==> config.mk <==
export PLATFORM = sky130hd
export DESIGN_NAME = spi_flash_reader
export DESIGN_NICKNAME = d
export VERILOG_FILES = /design/src/rtl/spi_flash_reader.sv
export SDC_FILE = /design/constraint.sdc
export NUM_CORES = 1
export LEC_CHECK = 0
export CAP_MARGIN = 20
export CORE_UTILIZATION = 44
export DETAILED_ROUTE_END_ITERATION = 6
export PLACE_DENSITY = 0.78
export SYNTH_ARGS = -nofsm -noshare
export SYNTH_HDL_FRONTEND = slang
export SYNTH_SLANG_ARGS = --single-unit
==> constraint.sdc <==
create_clock -name HCLK -period 1.82 [get_ports HCLK]
set_input_delay 0.364 -clock HCLK [delete_from_list [all_inputs] [get_ports HCLK]]
set_output_delay 0.364 -clock HCLK [all_outputs]
set_load 0.005 [all_outputs]
==> src/rtl/spi_flash_reader.sv <==
// Bus-master sequencer: drives the SPI core register port to perform a serial-flash
// READ (command, 24-bit address, N payload bytes) and streams received bytes out.
//
// state  | meaning
// IDLE   | waiting for req_i
// CS_ON  | write CTRL = 1 (assert chip-select)
// TX     | write DATA (command/address byte, or 0x00 dummy per payload byte)
// POLL   | read STATUS until the exchange finishes or the poll budget runs out
// RX     | read DATA; header bytes discarded, payload bytes streamed out
// CS_OFF | write CTRL = 0 (release chip-select)
// DONE   | pulse done_o with err_o, drop busy_o
module spi_flash_reader #(
  parameter int         LEN_W    = 16,
  parameter logic [7:0] CMD      = 8'h03,
  parameter int         POLL_MAX = 255
) (
  input  logic             HCLK,
  input  logic             HRESETn,
  input  logic             req_i,
  input  logic [23:0]      addr_i,
  input  logic [LEN_W-1:0] len_i,
  input  logic             abort_i,
  output logic             busy_o,
  output logic             done_o,
  output logic             err_o,
  output logic [7:0]       rdata_o,
  output logic             rvalid_o,
  output logic             cyc_o,
  output logic             stb_o,
  output logic [1:0]       adr_o,
  output logic             we_o,
  output logic [31:0]      dat_o,
  input  logic [31:0]      dat_i,
  input  logic             ack_i
);

  localparam int PW = (POLL_MAX < 2) ? 1 : $clog2(POLL_MAX + 1);
  localparam logic [PW-1:0] POLL_LAST = PW'(POLL_MAX - 1);
  localparam logic [1:0] ADR_CTRL = 2'd0, ADR_STATUS = 2'd1, ADR_DATA = 2'd2;

  typedef enum logic [2:0] {
    S_IDLE, S_CS_ON, S_TX, S_POLL, S_RX, S_CS_OFF, S_DONE
  } state_t;

  state_t           state_q;
  logic             cyc_q, we_q, busy_q, done_q, err_q, rvalid_q;
  logic [1:0]       adr_q;
  logic [7:0]       dat_q, rdata_q, tx_byte;
  logic [23:0]      addr_q;
  logic [LEN_W-1:0] rem_q;
  logic             hdr_q;
  logic [1:0]       hdr_idx_q;
  logic [PW-1:0]    poll_q;
  logic             unused_dat;

  assign unused_dat = ^dat_i[31:8];

  always_comb begin
    tx_byte = 8'h00;
    if (hdr_q) begin
      case (hdr_idx_q)
        2'd0:    tx_byte = CMD;
        2'd1:    tx_byte = addr_q[23:16];
        2'd2:    tx_byte = addr_q[15:8];
        default: tx_byte = addr_q[7:0];
      endcase
    end
  end

  // Each bus state: first cycle issues the access, then hold until ack_i.
  // Clearing cyc_q on ack gives the mandatory one-cycle gap on the next entry.
  always_ff @(posedge HCLK or negedge HRESETn) begin
    if (!HRESETn) begin
      state_q   <= S_IDLE;
      cyc_q     <= 1'b0;
      we_q      <= 1'b0;
      adr_q     <= 2'd0;
      dat_q     <= 8'h00;
      busy_q    <= 1'b0;
      done_q    <= 1'b0;
      err_q     <= 1'b0;
      rvalid_q  <= 1'b0;
      rdata_q   <= 8'h00;
      addr_q    <= 24'h0;
      rem_q     <= '0;
      hdr_q     <= 1'b0;
      hdr_idx_q <= 2'd0;
      poll_q    <= '0;
    end else begin
      done_q   <= 1'b0;
      rvalid_q <= 1'b0;
      if (cyc_q && ack_i) cyc_q <= 1'b0;
      case (state_q)
        S_IDLE: begin
          if (req_i) begin
            err_q <= 1'b0;
            if (len_i != '0) begin
              addr_q    <= addr_i;
              rem_q     <= len_i;
              hdr_q     <= 1'b1;
              hdr_idx_q <= 2'd0;
              poll_q    <= '0;
              busy_q    <= 1'b1;
              state_q   <= S_CS_ON;
            end else begin
              done_q <= 1'b1;
            end
          end
        end
        S_CS_ON: begin
          if (!cyc_q) begin
            cyc_q <= 1'b1; adr_q <= ADR_CTRL; we_q <= 1'b1; dat_q <= 8'h01;
          end else if (ack_i) begin
            if (abort_i) err_q <= 1'b1;
            state_q <= abort_i ? S_CS_OFF : S_TX;
          end
        end
        S_TX: begin
          if (!cyc_q) begin
            cyc_q <= 1'b1; adr_q <= ADR_DATA; we_q <= 1'b1; dat_q <= tx_byte;
          end else if (ack_i) begin
            if (abort_i) err_q <= 1'b1;
            state_q <= abort_i ? S_CS_OFF : S_POLL;
          end
        end
        S_POLL: begin
          if (!cyc_q) begin
            cyc_q <= 1'b1; adr_q <= ADR_STATUS; we_q <= 1'b0;
          end else if (ack_i) begin
            if (abort_i) begin
              err_q   <= 1'b1;
              poll_q  <= '0;
              state_q <= S_CS_OFF;
            end else if (dat_i[0]) begin
              if (poll_q == POLL_LAST) begin
                err_q   <= 1'b1;
                poll_q  <= '0;
                state_q <= S_CS_OFF;
              end else begin
                poll_q <= poll_q + PW'(1);
              end
            end else begin
              poll_q  <= '0;
              state_q <= S_RX;
            end
          end
        end
        S_RX: begin
          if (!cyc_q) begin
            cyc_q <= 1'b1; adr_q <= ADR_DATA; we_q <= 1'b0;
          end else if (ack_i) begin
            if (hdr_q) begin
              hdr_idx_q <= hdr_idx_q + 2'd1;
              if (hdr_idx_q == 2'd3) hdr_q <= 1'b0;
            end else begin
              rdata_q  <= dat_i[7:0];
              rvalid_q <= 1'b1;
              rem_q    <= rem_q - LEN_W'(1);
            end
            if (abort_i) begin
              err_q   <= 1'b1;
              state_q <= S_CS_OFF;
            end else if (!hdr_q && rem_q == LEN_W'(1)) begin
              state_q <= S_CS_OFF;
            end else begin
              state_q <= S_TX;
            end
          end
        end
        S_CS_OFF: begin
          if (!cyc_q) begin
            cyc_q <= 1'b1; adr_q <= ADR_CTRL; we_q <= 1'b1; dat_q <= 8'h00;
          end else if (ack_i) begin
            done_q  <= 1'b1;
            state_q <= S_DONE;
          end
        end
        S_DONE: begin
          busy_q  <= 1'b0;
          state_q <= S_IDLE;
        end
        default: state_q <= S_IDLE;
      endcase
    end
  end

  assign busy_o   = busy_q;
  assign done_o   = done_q;
  assign err_o    = err_q;
  assign rdata_o  = rdata_q;
  assign rvalid_o = rvalid_q;
  assign cyc_o    = cyc_q;
  assign stb_o    = cyc_q;
  assign adr_o    = adr_q;
  assign we_o     = we_q;
  assign dat_o    = {24'h0, dat_q};

endmodule

# Word-level counts from Yosys, hierarchy flattened
# Cells that the tools add are included.
# W data, S select, Z words.
[word_totals]
word_cells = 172
register_bits = 78
inputBits = 77
[classes]
eq_ne = 39
n_addsub = 3
bitwise_logic = 1
muxes = 83
reduce_logical = 31
[op_table]
columns = ["op", "count"]
rows = [
  ["$mux W8", 11],
  ["$mux W16", 5],
  ["$mux W3", 19],
  ["$pmux W8 S3", 2],
  ["$ne A2 B2 Y1 const B", 22],
  ["$pmux W16 S2", 1],
  ["$mux W1", 28],
  ["$pmux W3 S6", 1],
  ["$eq A16 B1 Y1 const B", 1],
  ["$mux W2", 8],
  ["$pmux W8 S2", 1],
  ["$reduce_bool A16 Y1", 1],
  ["$sub A16 B1 Y16 const B", 1],
  ["$reduce_and A13 Y1", 1],
  ["$reduce_and A4 Y1", 3],
  ["$reduce_and A6 Y1", 2],
  ["$reduce_and A5 Y1", 2],
  ["$eq A3 B3 Y1 const B", 3],
  ["$reduce_and A3 Y1", 3],
  ["$reduce_and A9 Y1", 1],
  ["$reduce_bool A3 Y1", 3],
  ["$add A8 B1 Y8 const B", 1],
  ["$eq A8 B8 Y1 const B", 1],
  ["$pmux W1 S2", 4],
  ["20 further kinds", 32],
]

# Depth between registers and ports, before layout
[logic_depth]
depth_word = 7
mapped_depth = 8
mapped_depth_nobuf = 7

# Least setup slack after synthesis
# OpenSTA, ideal clock, no wires.
[synth_timing]
kind = "register to register"
from = "register rem_q[0]"
to = "register rem_q[10]"
period_less_slack_ps = 1941
path_slack_ps = -121
t_arrival_ps = 1814
required_ps = 1694
path_buffers = 0
path_stages_with_launch = 7
cell_sequence = "dfrtp_1 inv_1 ha_1 or3b_4 or4_4 o32ai_2 a21oi_1"
[synth_between]
elab_chain_len = 5
[synth_lines]
columns = ["item", "line_no", "rtl"]
rows = [
  ["from (decl)", "50", "logic [LEN_W-1:0] rem_q;"],
  ["from (signal assigned)", "99", "rem_q <= len_i;"],
  ["from (signal assigned)", "158", "rem_q <= rem_q - LEN_W'(1);"],
  ["$sub A16 B1 Y16", "158", ""],
  ["$mux W16", "152", "if (hdr_q) begin"],
  ["$mux W16", "151", "end else if (ack_i) begin"],
  ["$mux W16", "149", "if (!cyc_q) begin"],
  ["$pmux W16 S2", "93", "case (state_q)"],
]
# No other way between the ends. The select of a mux whose other input is x is not followed.
# A chain may end at the register's enable or synchronous reset.

# Worst setup path in the final report
# Same ends and word-level chain as after synthesis.

==> flow_summary.toml <==
[timing]
setup_ws_ns = -0.201
relSlewSlack = 0.643
hold_violations = 0
slew_viol_final = 0
worst_slew_pin_slew_ns = 0.536
fin_skew_ns = 0.0123
setup_viol = 7
period_share = 1.11
fin_crit_ns = 2.02
max_freq_ghz = 0.495
setup_tns_ns = -0.848
grt_setup_unrepaired = "yes"

[yosys]
synth_edf_count = 0
ys_seq_area_frac = 0.438
synth_top_family_by_area = "compound AO/OA/AOI/OAI gates"
async_reset_ff_frac = 1.00
synth_ff_type = "dfrtp_1"
synth_compound_area_frac = 0.218
synthCells = 484
ys_types = 72
yosys_register_bits = 78
synth_top_cell_by_area = "dfrtp_1"
synth_area_um2 = 4450
syn_area_per_cell_um2 = 9.20
yosys_warnings = 0
synth-simple-area-share = 0.208
synth_top_area_share = 0.438
synthTopCellsByArea = "dfrtp_1 (44%), nand2_1 (8.5%), a21oi_1 (4.6%)"
synthMuxAreaShare = 0.0247
synthAdderAreaFrac = 0.0247
synthXorXnorAreaFrac = 0

[status]
outcome = "finished with violations"
violations = "setup timing"

[floorplanning]
num_rows = 36
start_util = 0.455
coreArea_um2 = 9770
die_y_um = 103
die_x_um = 103
ios = 126
dieArea_um2 = 10500

[power_and_ir_drop]
pwr-share-seq = 0.351
peakVddDrop_v = 0.000640
power_density_nw_per_um2 = 1370
pwr-share-comb = 0.481
p_leak_nw = 2.72
switchingPower_mw = 3.30
switching_share = 0.394
power.share.clock = 0.168
p_int_mw = 5.08

[global_routing]
grt_overflow = 0
antenna_found_initial = 0
grt_use_total = 0.230
grt_max_degree = 47
grt_pass1_vias = 4079
grt_pass1_wl_mm = 18.8

[cts]
cts_sinks = 78
cts_buffers = 9
clk_latency_ns = 0.36
cts_root_buffer = "clkbuf_8"
clockBufferDepth = 2
htree_levels = 3
cts_tree = "built"
cts.clk_slew.worst_paths_ns = 0.09

[route]
wire_per_inst_um = 15.4
route.detailed.drc = 0
wl_mm = 11.6
ant_nets = 0
via_per_inst = 5.44
first_iter_violations = 161
firstDrtPassIters = 5
vias = 4109

[final_layout]
drive_above_1_share = 0.239
antenna_cells = 0
final_cell_mix = "nand2_1 (101), dfrtp_1 (76), buf_4 (68)"
num-nets-final = 703
final_common_cell = "nand2_1"
final_core_util = 0.625
area_delta_synth_final_pct = 37.2

[placed_design]
io_buffers = 77
dp_hpwl_mm = 8.14
routabilityCongestion = 0.837

[run]
maxCapViolCount = 0

[critical_path]
critPathCaptureType = "flop"
crit_type = "reg2reg"
critical_path.startpoint_type = "flop"
arrival_ns = 2.26
worst-path-max-fanout = 6
cp.required_ns = 2.06

[min_path]
hold_class = "in2reg"
cells in the mapped netlist (all sizes together), types with 2 or more instances:
master and number:
nand2 102, dfrtp 78, buf 45, a21oi 44
o21ai 38, nor2 17, nand3 13, nor4 9
clkbuf 8, ha 8, inv 8, mux2 8
nor3 8, a22o 7, a22oi 7, o31ai 7
and2 6, nand2b 6, o22ai 6, a211oi 4
and3 4, nand4 4, a31oi 3, o22a 3
o32ai 3, or3 3, or4 3, a221oi 2
a31o 2, a32o 2, and4 2, mux2i 2
nor2b 2, o2bb2ai 2, o311a 2, or3b 2
stage by stage:
stage | worst slack [ns] | cell area, µm² | hold WS [ns] | power [mW] | cells
2_1_floorplan | -0.0956 | 4550 | 0.0684 | 5.15 | 507
3_3_place_gp | -0.561 | 5690 | 0.361 | 6.57 | 730
3_5_place_dp | -0.575 | 5690 | 0.365 | 6.73 | 730
4_1_cts | -0.164 | 5990 | 0.489 | 8.25 | 752
5_1_grt | -0.276 | 6110 | 0.413 | 8.97 | 756
6_report | -0.201 | 6110 | 0.389 | 8.38 | 756
metal layers:
metal	vias up	part of all wire	track usage
li1	1954	-	-
met1	2011	0.43	0.283
met2	127	0.51	0.400
met3	17	0.045	0.0427
met4	0	0.015	0.0868
met5	-	0	0
logic make-up (layout without fill, tap and decap cells):
group / Yosys count / count (layout)
other: 1 / 24
adder cells (fa/ha/maj): 9 / 9
flip-flops: 78 / 78
AO/OA/AOI/OAI: 139 / 140
AND/OR/NAND/NOR: 185 / 186
buffers and inverters: 62 / 176
multiplexers: 10 / 10
worst max-delay path, cell delays in order (launching register included):
cell and delay (ns):
dfrtp_1 0.41, inv_2 0.09, ha_4 0.13, or3b_4 0.38, or4_4 0.57, o32ai_2 0.22, a21oi_1 0.09
state kept, by name, summed over array words and instances (netlist names):
| name | cells |
|---|---|
| addr_q | 24 |
| rem_q | 16 |
| dat_q | 8 |
| poll_q | 8 |
| rdata_o | 8 |
| state_q | 3 |
| adr_o | 2 |
| hdr_idx_q | 2 |
| busy_o | 1 |
| cyc_o | 1 |
| done_o | 1 |
| err_o | 1 |
| hdr_q | 1 |
| rvalid_o | 1 |
| we_o | 1 |
final timing paths:
| kind | start | end | slack [ns] | cells past startpoint |
|---|---|---|---|---|
| min reg2reg | addr_q[17] | addr_q[17] | 0.49 | 2 |
| max reg2reg | rem_q[0] | rem_q[10] | -0.20 | 6 |
| min in group asynchronous | HRESETn | poll_q[1] | 0.50 | 3 |
| min | len_i[11] | rem_q[11] | 0.39 | 3 |
| max | rem_q[0] | rem_q[10] | -0.20 | 6 |
| max in group asynchronous | HRESETn | dat_q[0] | 0.95 | 3 |
power groups by stage:
| stage | logic [mW] | registers, mW | clock network (mW) |
|---|---|---|---|
| floorplan | 2.32 | 2.83 | 0 |
| global placement | 3.66 | 2.91 | 0 |
| detailed placement | 3.79 | 2.94 | 0 |
| CTS | 3.91 | 2.92 | 1.43 |
| global route | 4.44 | 3.02 | 1.51 |
| finish | 4.03 | 2.94 | 1.41 |
what timing repair did:
| action | CTS | global route |
|---|---|---|
| cloned | 1 | 1 |
| resized for setup | 12 | 22 |
| endpoints found under the hold margin | 46 | 0 |
| setup endpoints to repair | 55 | 61 |
| pin swaps | 3 | 9 |
| hold buffers | 1 | 0 |
| setup buffers | 4 | 3 |
final cells by class:
type	instances	area, µm²
Timing Repair Buffer	151	1410
Tap cell	133	166
Clock buffer	9	124
Fill cell	827	3670
Sequential cell	78	1950
Clock inverter	7	86.3
Inverter	9	35.0
Multi-Input combinational cell	369	2330
(Power assumes the default switching activity.)
